===== src/rtl/debug_write_ctrl_if.sv =====
// debug_write_ctrl_if: single-outstanding req/ack debug write port into the register-file and RAM muxes
interface debug_write_ctrl_if;
  logic        wr_req;
  logic        wr_target;
  logic [7:0]  wr_addr;
  logic [31:0] wr_data;
  logic        wr_ack;
  logic [31:0] rd_data;
  modport master (output wr_req, wr_target, wr_addr, wr_data, input wr_ack, rd_data);
  modport slave (input wr_req, wr_target, wr_addr, wr_data, output wr_ack, rd_data);
endinterface


===== src/rtl/debug_write_ctrl.sv =====
// debug_write_ctrl: switch/button hex entry and paused-CPU debug write; DEBUG_WRITE_VERIFY_EN adds a readback check
module debug_write_ctrl #(
  parameter int DB_CYCLES   = 1_000_000,
  parameter int ACK_TIMEOUT = 255
) (
  input  logic                      clk_in,
  input  logic                      CLR_n,
  input  logic [15:0]               sw,
  input  logic                      btnu,
  input  logic                      btnc,
  input  logic                      btnd,
  input  logic                      pause,
  debug_write_ctrl_if.master        bus,
  output logic [31:0]               entry_value,
  output logic [3:0]                entry_count,
  output logic                      busy,
  output logic                      err
);
  localparam int CW = $clog2(DB_CYCLES + 1);
  localparam int TW = $clog2(ACK_TIMEOUT + 1);
  typedef enum logic [2:0] {IDLE, ENTRY, REQ, VERIFY, DONE} state_t;
  logic [2:0]         btn;
  logic [2:0]         s1_q, s1_d, s2_q, s2_d, lvl_q, lvl_d, prev_q, prev_d, p_q, p_d;
  logic [2:0][CW-1:0] dbc_q, dbc_d;
  logic               u_p, c_p, d_p;
  state_t             state_q, state_d;
  logic [31:0]        val_q, val_d, data_q, data_d;
  logic [3:0]         cnt_q, cnt_d;
  logic [7:0]         addr_q, addr_d;
  logic [TW-1:0]      to_q, to_d;
  logic               err_q, err_d, req_q, req_d, tgt_q, tgt_d;
  logic               unused_sw;
`ifdef DEBUG_WRITE_VERIFY_EN
  logic               vcnt_q, vcnt_d;
`else
  logic               unused_rd;
  assign unused_rd = ^bus.rd_data;
`endif
  assign unused_sw = ^{sw[15:13], sw[10:8]};
  assign btn = {btnd, btnc, btnu};
  assign {d_p, c_p, u_p} = p_q;
  always_comb begin
    s1_d   = btn;
    s2_d   = s1_q;
    prev_d = lvl_q;
    p_d    = lvl_q & ~prev_q;
    lvl_d  = lvl_q;
    dbc_d  = '0;
    for (int i = 0; i < 3; i++) begin
      if (s2_q[i] != lvl_q[i]) begin
        dbc_d[i] = dbc_q[i] + 1'b1;
        if (dbc_q[i] == CW'(DB_CYCLES - 1)) begin
          lvl_d[i] = s2_q[i];
          dbc_d[i] = '0;
        end
      end
    end
  end
  always_comb begin
    state_d = state_q;
    val_d   = val_q;
    cnt_d   = cnt_q;
    err_d   = err_q;
    req_d   = req_q;
    tgt_d   = tgt_q;
    addr_d  = addr_q;
    data_d  = data_q;
    to_d    = '0;
`ifdef DEBUG_WRITE_VERIFY_EN
    vcnt_d  = 1'b0;
`endif
    case (state_q)
      IDLE: if (u_p) begin
        val_d   = {28'd0, sw[3:0]};
        cnt_d   = 4'd1;
        err_d   = 1'b0;
        state_d = ENTRY;
      end
      ENTRY: if (d_p) begin
        val_d   = '0;
        cnt_d   = '0;
        state_d = IDLE;
      end else if (c_p) begin
        if (!pause || !(sw[12] ^ sw[11])) err_d = 1'b1;
        else begin
          tgt_d   = sw[11];
          addr_d  = sw[11] ? {sw[7:2], 2'b00} : {3'b000, sw[4:0]};
          data_d  = val_q;
          req_d   = 1'b1;
          state_d = REQ;
        end
      end else if (u_p) begin
        val_d = {val_q[27:0], sw[3:0]};
        cnt_d = (cnt_q == 4'd8) ? cnt_q : cnt_q + 4'd1;
      end
      REQ: if (bus.wr_ack) begin
        req_d = 1'b0;
`ifdef DEBUG_WRITE_VERIFY_EN
        state_d = VERIFY;
`else
        state_d = DONE;
`endif
      end else if (to_q == TW'(ACK_TIMEOUT - 1)) begin
        req_d   = 1'b0;
        err_d   = 1'b1;
        state_d = ENTRY;
      end else to_d = to_q + 1'b1;
      VERIFY: begin
`ifdef DEBUG_WRITE_VERIFY_EN
        if (!vcnt_q) vcnt_d = 1'b1;
        else if (bus.rd_data == data_q) state_d = DONE;
        else begin
          err_d   = 1'b1;
          state_d = ENTRY;
        end
`else
        state_d = IDLE;
`endif
      end
      DONE: begin
        cnt_d   = '0;
        state_d = IDLE;
      end
      default: state_d = IDLE;
    endcase
  end
  always_ff @(posedge clk_in or negedge CLR_n) begin
    if (!CLR_n) begin
      s1_q    <= '0;
      s2_q    <= '0;
      lvl_q   <= '0;
      prev_q  <= '0;
      p_q     <= '0;
      dbc_q   <= '0;
      state_q <= IDLE;
      val_q   <= '0;
      cnt_q   <= '0;
      err_q   <= 1'b0;
      req_q   <= 1'b0;
      tgt_q   <= 1'b0;
      addr_q  <= '0;
      data_q  <= '0;
      to_q    <= '0;
`ifdef DEBUG_WRITE_VERIFY_EN
      vcnt_q  <= 1'b0;
`endif
    end else begin
      s1_q    <= s1_d;
      s2_q    <= s2_d;
      lvl_q   <= lvl_d;
      prev_q  <= prev_d;
      p_q     <= p_d;
      dbc_q   <= dbc_d;
      state_q <= state_d;
      val_q   <= val_d;
      cnt_q   <= cnt_d;
      err_q   <= err_d;
      req_q   <= req_d;
      tgt_q   <= tgt_d;
      addr_q  <= addr_d;
      data_q  <= data_d;
      to_q    <= to_d;
`ifdef DEBUG_WRITE_VERIFY_EN
      vcnt_q  <= vcnt_d;
`endif
    end
  end
  assign bus.wr_req    = req_q;
  assign bus.wr_target = tgt_q;
  assign bus.wr_addr   = addr_q;
  assign bus.wr_data   = data_q;
  assign entry_value   = val_q;
  assign entry_count   = cnt_q;
  assign err           = err_q;
  assign busy          = (state_q == REQ) || (state_q == VERIFY);
endmodule


===== src/flat_wrapper.sv =====
// flat-port wrapper written by rule: the top's interface ports become plain ports
module debug_write_ctrl_flat 
#(
  parameter int DB_CYCLES   = 1_000_000,
  parameter int ACK_TIMEOUT = 255
)
  (clk_in, CLR_n, sw, btnu, btnc, btnd, pause, entry_value, entry_count, busy, err, bus_wr_req, bus_wr_target, bus_wr_addr, bus_wr_data, bus_wr_ack, bus_rd_data);
  debug_write_ctrl_if bus_i ();
  input  logic clk_in;
  input  logic CLR_n;
  input  logic [15:0] sw;
  input  logic btnu;
  input  logic btnc;
  input  logic btnd;
  input  logic pause;
  output logic [31:0] entry_value;
  output logic [3:0] entry_count;
  output logic busy;
  output logic err;
  output wire logic [$bits(bus_i.wr_req)-1:0] bus_wr_req;
  output wire logic [$bits(bus_i.wr_target)-1:0] bus_wr_target;
  output wire logic [$bits(bus_i.wr_addr)-1:0] bus_wr_addr;
  output wire logic [$bits(bus_i.wr_data)-1:0] bus_wr_data;
  input wire logic [$bits(bus_i.wr_ack)-1:0] bus_wr_ack;
  input wire logic [$bits(bus_i.rd_data)-1:0] bus_rd_data;
  assign bus_wr_req = bus_i.wr_req;
  assign bus_wr_target = bus_i.wr_target;
  assign bus_wr_addr = bus_i.wr_addr;
  assign bus_wr_data = bus_i.wr_data;
  assign bus_i.wr_ack = bus_wr_ack;
  assign bus_i.rd_data = bus_rd_data;
  debug_write_ctrl #(.DB_CYCLES(DB_CYCLES), .ACK_TIMEOUT(ACK_TIMEOUT)) u_core (.clk_in(clk_in), .CLR_n(CLR_n), .sw(sw), .btnu(btnu), .btnc(btnc), .btnd(btnd), .pause(pause), .bus(bus_i), .entry_value(entry_value), .entry_count(entry_count), .busy(busy), .err(err));
endmodule

===== config.mk =====
export PLATFORM = sky130hd
export DESIGN_NAME = debug_write_ctrl_flat
export DESIGN_NICKNAME = d
export VERILOG_FILES = /design/src/rtl/debug_write_ctrl_if.sv /design/src/rtl/debug_write_ctrl.sv /design/src/flat_wrapper.sv
export SDC_FILE = /design/constraint.sdc
export NUM_CORES = 1
export LEC_CHECK = 0
export CORE_MARGIN = 1.5
export CORE_UTILIZATION = 40
export CTS_CLUSTER_SIZE = 40
export DETAILED_ROUTE_END_ITERATION = 10
export REMOVE_ABC_BUFFERS = 1
export SLEW_MARGIN = 20
export SYNTH_ARGS = -nofsm -noshare
export SYNTH_HDL_FRONTEND = slang
export SYNTH_SLANG_ARGS = --single-unit

===== constraint.sdc =====
create_clock -name clk_in -period 4.1 [get_ports clk_in]
set_clock_uncertainty 0.1 [all_clocks]
set_input_delay 0.82 -clock clk_in [delete_from_list [all_inputs] [get_ports clk_in]]
set_output_delay 0.82 -clock clk_in [all_outputs]
set_load 0.01 [all_outputs]

# Word-level counts from Yosys, hierarchy flattened
# Index checks and enable logic that the tools add are counted.
dict set report op_classes {
  shift 0
  addsub 5
  multipliers 0
  eq_ne 25
  n_mux 41
  magnitude_cmp 0
  n_reduce_logical 18
  bitwise 5
  n_div 0
}
# cell n
set op_table {}
lappend op_table {{32-bit two-way mux} 4}
lappend op_table {{20-bit two-way mux} 6}
lappend op_table {{32-bit one-hot mux with 2 select lines} 1}
lappend op_table {{20-bit by 1-bit adder with 20-bit output (second input constant)} 3}
lappend op_table {{20-bit equality test (second input constant)} 3}
lappend op_table {{8-bit two-way mux} 4}
lappend op_table {{4-bit two-way mux} 5}
lappend op_table {{3-bit two-way mux} 6}
lappend op_table {{3-bit by 2-bit != test with 1-bit output (second input constant)} 4}
lappend op_table {{4-bit one-hot mux with 3 select lines} 1}
lappend op_table {{4-bit AND reduction} 3}
lappend op_table {{1-bit two-way mux} 11}
lappend op_table {{5-bit AND reduction} 2}
lappend op_table {{3-bit one-hot mux with 3 select lines} 1}
lappend op_table {{8-bit by 1-bit adder with 8-bit output (second input constant)} 1}
lappend op_table {{8-bit equality test (second input constant)} 1}
lappend op_table {{2-bit by 1-bit != test with 1-bit output (second input constant)} 4}
lappend op_table {{7-bit AND reduction} 1}
lappend op_table {{3-bit by 2-bit equality test with 1-bit output (second input constant)} 2}
lappend op_table {{2-bit != test (second input constant)} 3}
lappend op_table {{3-bit by 1-bit != test with 1-bit output (second input constant)} 2}
lappend op_table {{2-bit AND reduction} 3}
lappend op_table {{3-bit nonzero test} 2}
lappend op_table {{4-bit by 1-bit adder with 4-bit output (second input constant)} 1}
lappend op_table {{other kinds (14)} 20}
dict set report word_totals {
  latch_bits 0
  ramBits 0
  n_memories 0
  inputBits 55
  romBits 0
  out_inout_bits 80
  reg_bits 165
  word_cells 113
}

# Depth between registers and ports, before layout
dict set report logic_depth {
  ltp_word 7
  depth_mapped 7
}

# Worst setup path after synthesis
# OpenSTA, ideal clock, no wires.
dict set report synth_path {
  path_type {register to register}
  startpoint {register u_core.dbc_q[35] in the netlist's numbering}
  endpoint {register u_core.dbc_q[26] in the netlist's numbering}
  setup_time_ns 0.119
  path_slack_ns 1.995
  stages_incl_launch_ff 6
  t_arrival_ns 1.886
  path_buffers 1
  path_cell_list {dfrtp_1 -> or4b_1 -> or4_1 -> o21ai_4 -> buf_6 -> nor2_1}
}
# element line_no
set synth_rtl {}
lappend synth_rtl {{start: declaration} debug_write_ctrl.sv:24} ;# logic [2:0][CW-1:0] dbc_q, dbc_d;
lappend synth_rtl {{start signal: assignment} debug_write_ctrl.sv:134} ;# dbc_q <= '0;
lappend synth_rtl {{start signal: assignment} debug_write_ctrl.sv:153} ;# dbc_q <= dbc_d;

# Worst setup path in the final report
dict set report layout_path {
  startpoint {register u_core.state_q[1]}
  endpoint {output port busy}
}
dict set report layout_between {
  elab_chain_len 2
}
# element line_no
set layout_rtl {}
lappend layout_rtl {{start: declaration} debug_write_ctrl.sv:26} ;# state_t state_q, state_d;
lappend layout_rtl {{start signal: assignment} debug_write_ctrl.sv:154} ;# state_q <= state_d;
lappend layout_rtl {{3-bit by 2-bit equality test with 1-bit output} debug_write_ctrl.sv:175} ;# assign busy = (state_q == REQ) || (state_q == VERIFY);
lappend layout_rtl {{1-bit logical OR (*)} debug_write_ctrl.sv:175}
lappend layout_rtl {{end: declaration} flat_wrapper.sv:18} ;# output logic busy;
# Every way passes the cells marked *; elsewhere a longest branch is shown, timed or not.

==> flow_summary_export.csv <==
group,metric,value,unit
cts,cts_inserted_buffers,17,
global_route,grt_pass1_wl,23.94,mm
floorplan,rows,48,
drt,dr.pass1.iters,5,
global_route,track_usage,16.11,%
drt,postRouteWirelength,14.45,mm
yosys,synth_edf_count,0,
sta,slew_headroom,42.69,%
yosys,netlist_top_cells_area,"dfrtp_1 57%, mux2_2 6.1%, nand2_1 5.3%",
yosys,synth_top_cell_by_area,"dfrtp_1",
setup_path,slowest_delay,0.59,ns
sta,slew_violations,0,
global_route,antenna_found_initial,0,
setup_path,r2r_setup_slack,1.79,ns
setup_path,rr_startpoint,"u_core.dbc_q[16]$_DFF_PN0_",
yosys,yosys_most_used_dff,"dfrtp_1",
yosys,synth_cell_types,55,
cts,cts_tree,"built",
setup_path,path_class,"reg -> out",
cts,cts.sinks,165,
global_route,grt_overflow,0,
floorplan,ios,135,
setup_path,crit_required,3.18,ns
floorplan,fp.dieArea,0.01883,sq mm
floorplan,die_h,137.2,um
setup_path,crit_path_end_kind,"output port",
placed_design,hpwlAfterDp,10.12,mm
sta,finalSetupViolCount,0,
drt,vias,5246,
sta,setup_tns,0,ns
placed_design,io_buffers,96,
sta,fmax,373.0,MHz
cts,path_clk_slew,0.06,ns
cts,clkLatencyLatePin,0.43,ns
cts,cts_root_buf,"clkbuf_16",
status,status,"complete, no violations",
yosys,ys.warnings.count,0,
min_path,hold_class,"reg -> reg",
sta,hold_violations,0,
setup_path,r2r_cells,4,
final_layout,drive_gt1_share,12.26,%
drt,vias_per_cell,5.204,
setup_path,worst-path-stages,2,
drt,drc,0,
drt,wl_per_cell,14.33,um
final_layout,area_growth,25.01,%
global_route,grt_max_degree,88,
pwr,leakage,0.003836,uW
sta,period_share,65.39,%
placed_design,gp_congestion,0.8245,
global_route,grt_pass1_vias,5011,
sta,fin_hold_ws,0.2490,ns
final_layout,num-nets-final,832,
min_path,hold_end,"u_core.s2_q[0]$_DFF_PN0_",
cts,cts_resized,0,
yosys,yosysTopAreaCellShare,57.31,%
min_path,min_from,"u_core.s1_q[0]$_DFF_PN0_",
pwr,powerDensity,379.4,mW/mm^2
setup_path,rr_endpoint,"u_core.dbc_q[10]$_DFF_PN0_",
sta,worst_pin_slew,0.8564,ns
yosys,synth_cells,674,
final_layout,nFillCells,1548,
setup_path,path_buf_inv,1,
floorplan,core_area,0.01748,sq mm
sta,rsz0062_at_grt,"no",
setup_path,path_cells,"nor2b_1 -> clkdlybuf4s50_1",
yosys,synth_area,0.007204,sq mm
setup_path,worstSetupStartpointType,"flop",
yosys,syn-mean-instance-area,10.69,sq um
run,max_cap_viol_count,0,
min_path,hold_depth,0,
cts,clockBufferDepth,2,
yosys,async_flop_share,100.0,%
setup_path,slowest_stage,"clkdlybuf4s50_1",
pwr,total_power,3417,uW
cts,post-cts-setup-buffer-count,0,
yosys,yosysSeqAreaShare,57.31,%
drt,initialDrtViolationCount,246,
yosys,ys_seq_elements,165,
drt,ant_nets,0,
cts,cts_hold_buf,0,
setup_path,crit_arrival,1.76,ns
floorplan,start_util,41.22,%
pwr,ir_worst_vdd,0.2945,mV
cts,htree_levels,4,
setup_path,path_delay_family,"buffers and inverters",
floorplan,die_x,137.2,um
setup_path,cp_max_fo,11,
final_layout,n_antenna_cell,0,
sta,fin_crit,2.681,ns
-- synth_stat cells, types with 7 or more instances --
library cell,n
a21oi_1,21
clkbuf_1,19
dfrtp_1,165
ha_1,7
inv_1,17
mux2_2,39
nand2_1,101
nand3_1,27
nand4_1,13
nor2_1,57
nor3_1,7
nor4_1,9
o21ai_0,49
or3_1,13
or4_1,11
xnor2_1,24
xor2_1,21
-- cell usage in the layout (no fill, tap or decap), types with 3 or more instances in the layout --
| cell | netlist | layout |
|---|---|---|
| mux2i_1 | 3 | 3 |
| or4_1 | 11 | 11 |
| nor4_1 | 9 | 9 |
| nand4_1 | 13 | 13 |
| o21ai_0 | 49 | 49 |
| inv_6 | 0 | 4 |
| inv_1 | 17 | 17 |
| ha_1 | 7 | 7 |
| xor2_1 | 21 | 21 |
| and3_1 | 5 | 5 |
| nand2_1 | 101 | 101 |
| nand3_1 | 27 | 27 |
| xnor2_1 | 24 | 24 |
| nand2b_1 | 3 | 3 |
| clkinv_4 | 0 | 3 |
| and4_1 | 6 | 6 |
| nor2_1 | 57 | 57 |
| clkdlybuf4s50_1 | 0 | 95 |
| nor2b_1 | 4 | 4 |
| dfrtp_1 | 165 | 165 |
| or3_1 | 13 | 13 |
| mux2_2 | 39 | 39 |
| clkbuf_16 | 0 | 17 |
| o31ai_1 | 6 | 6 |
| a21oi_1 | 21 | 21 |
| buf_4 | 1 | 7 |
| nor3_1 | 7 | 7 |
| and2_1 | 6 | 6 |
-- power breakdown --
group / switching, uW / internal [uW] / total (uW)
logic: 101 / 52.4 / 154
registers: 18.6 / 1640 / 1660
clock network: 665 / 937 / 1600
-- per-layer routing --
metal | routed length, um | share of wire (%) | vias up | track usage, %
met3 | 725 | 5.0 | 15 | 3.753
met1 | 6678 | 46 | 2565 | 21.17
li1 | - | - | 2541 | -
met4 | 181 | 1.3 | 0 | 5.439
met2 | 6864 | 48 | 125 | 26.33
met5 | 0 | 0 | - | 0
-- through the flow --
step                worst slack (ns)  util, %  area (sq um)  std cells
floorplan                    -0.4308        -          7089        648
global placement               1.184    48.10          8406        976
detailed placement             1.133    48.10          8406        976
CTS                            1.393    51.52          9005       1008
global route                   1.345    51.53          9006       1008
finish                         1.419    51.53          9006       1008
-- flip-flops by register name, indices dropped and copies added (netlist names) --
name	flops
u_core.state_q	3
u_core.bus.wr_addr	8
u_core.dbc_q	60
u_core.err	1
u_core.s1_q	3
u_core.bus.wr_req	1
u_core.p_q	3
u_core.prev_q	3
u_core.s2_q	3
u_core.lvl_q	3
u_core.entry_count	4
u_core.entry_value	32
u_core.bus.wr_target	1
u_core.bus.wr_data	32
u_core.to_q	8
-- layout make-up --
cell class                      instances  area [sq um]  area share, %
Clock buffer                           19         452.9          5.029
Clock inverter                         13         146.4          1.625
Inverter                               17         63.81         0.7085
Multi-Input combinational cell        466          2918          32.40
Sequential cell                       165          4129          45.85
Tap cell                              225         281.5          3.126
Timing Repair Buffer                  103          1015          11.27
-- worst max-delay path by stage --
stage	from	endpoint	slack (ns)
floorplan	u_core.state_q[1]$_DFFE_PN0P_	u_core.bus.wr_addr[2]$_DFFE_PN0P_	-0.43
global route	u_core.state_q[1]$_DFFE_PN0P_	busy	1.35
global placement	sw[11]	u_core.bus.wr_data[6]$_DFFE_PN0P_	1.18
finish	u_core.state_q[1]$_DFFE_PN0P_	busy	1.42
detailed placement	sw[11]	u_core.bus.wr_target$_DFFE_PN0P_	1.13
CTS	u_core.state_q[1]$_DFFE_PN0P_	busy	1.39
-- logic make-up after synthesis --
logic type / synth area share (%)
buf+inv: 2.483
compound gates: 7.711
xor+xnor: 5.471
mux: 6.513
simple gates: 19.29
flops: 57.31
fa+ha+maj: 1.216
Note: power is estimated with default switching activity, not from simulation.
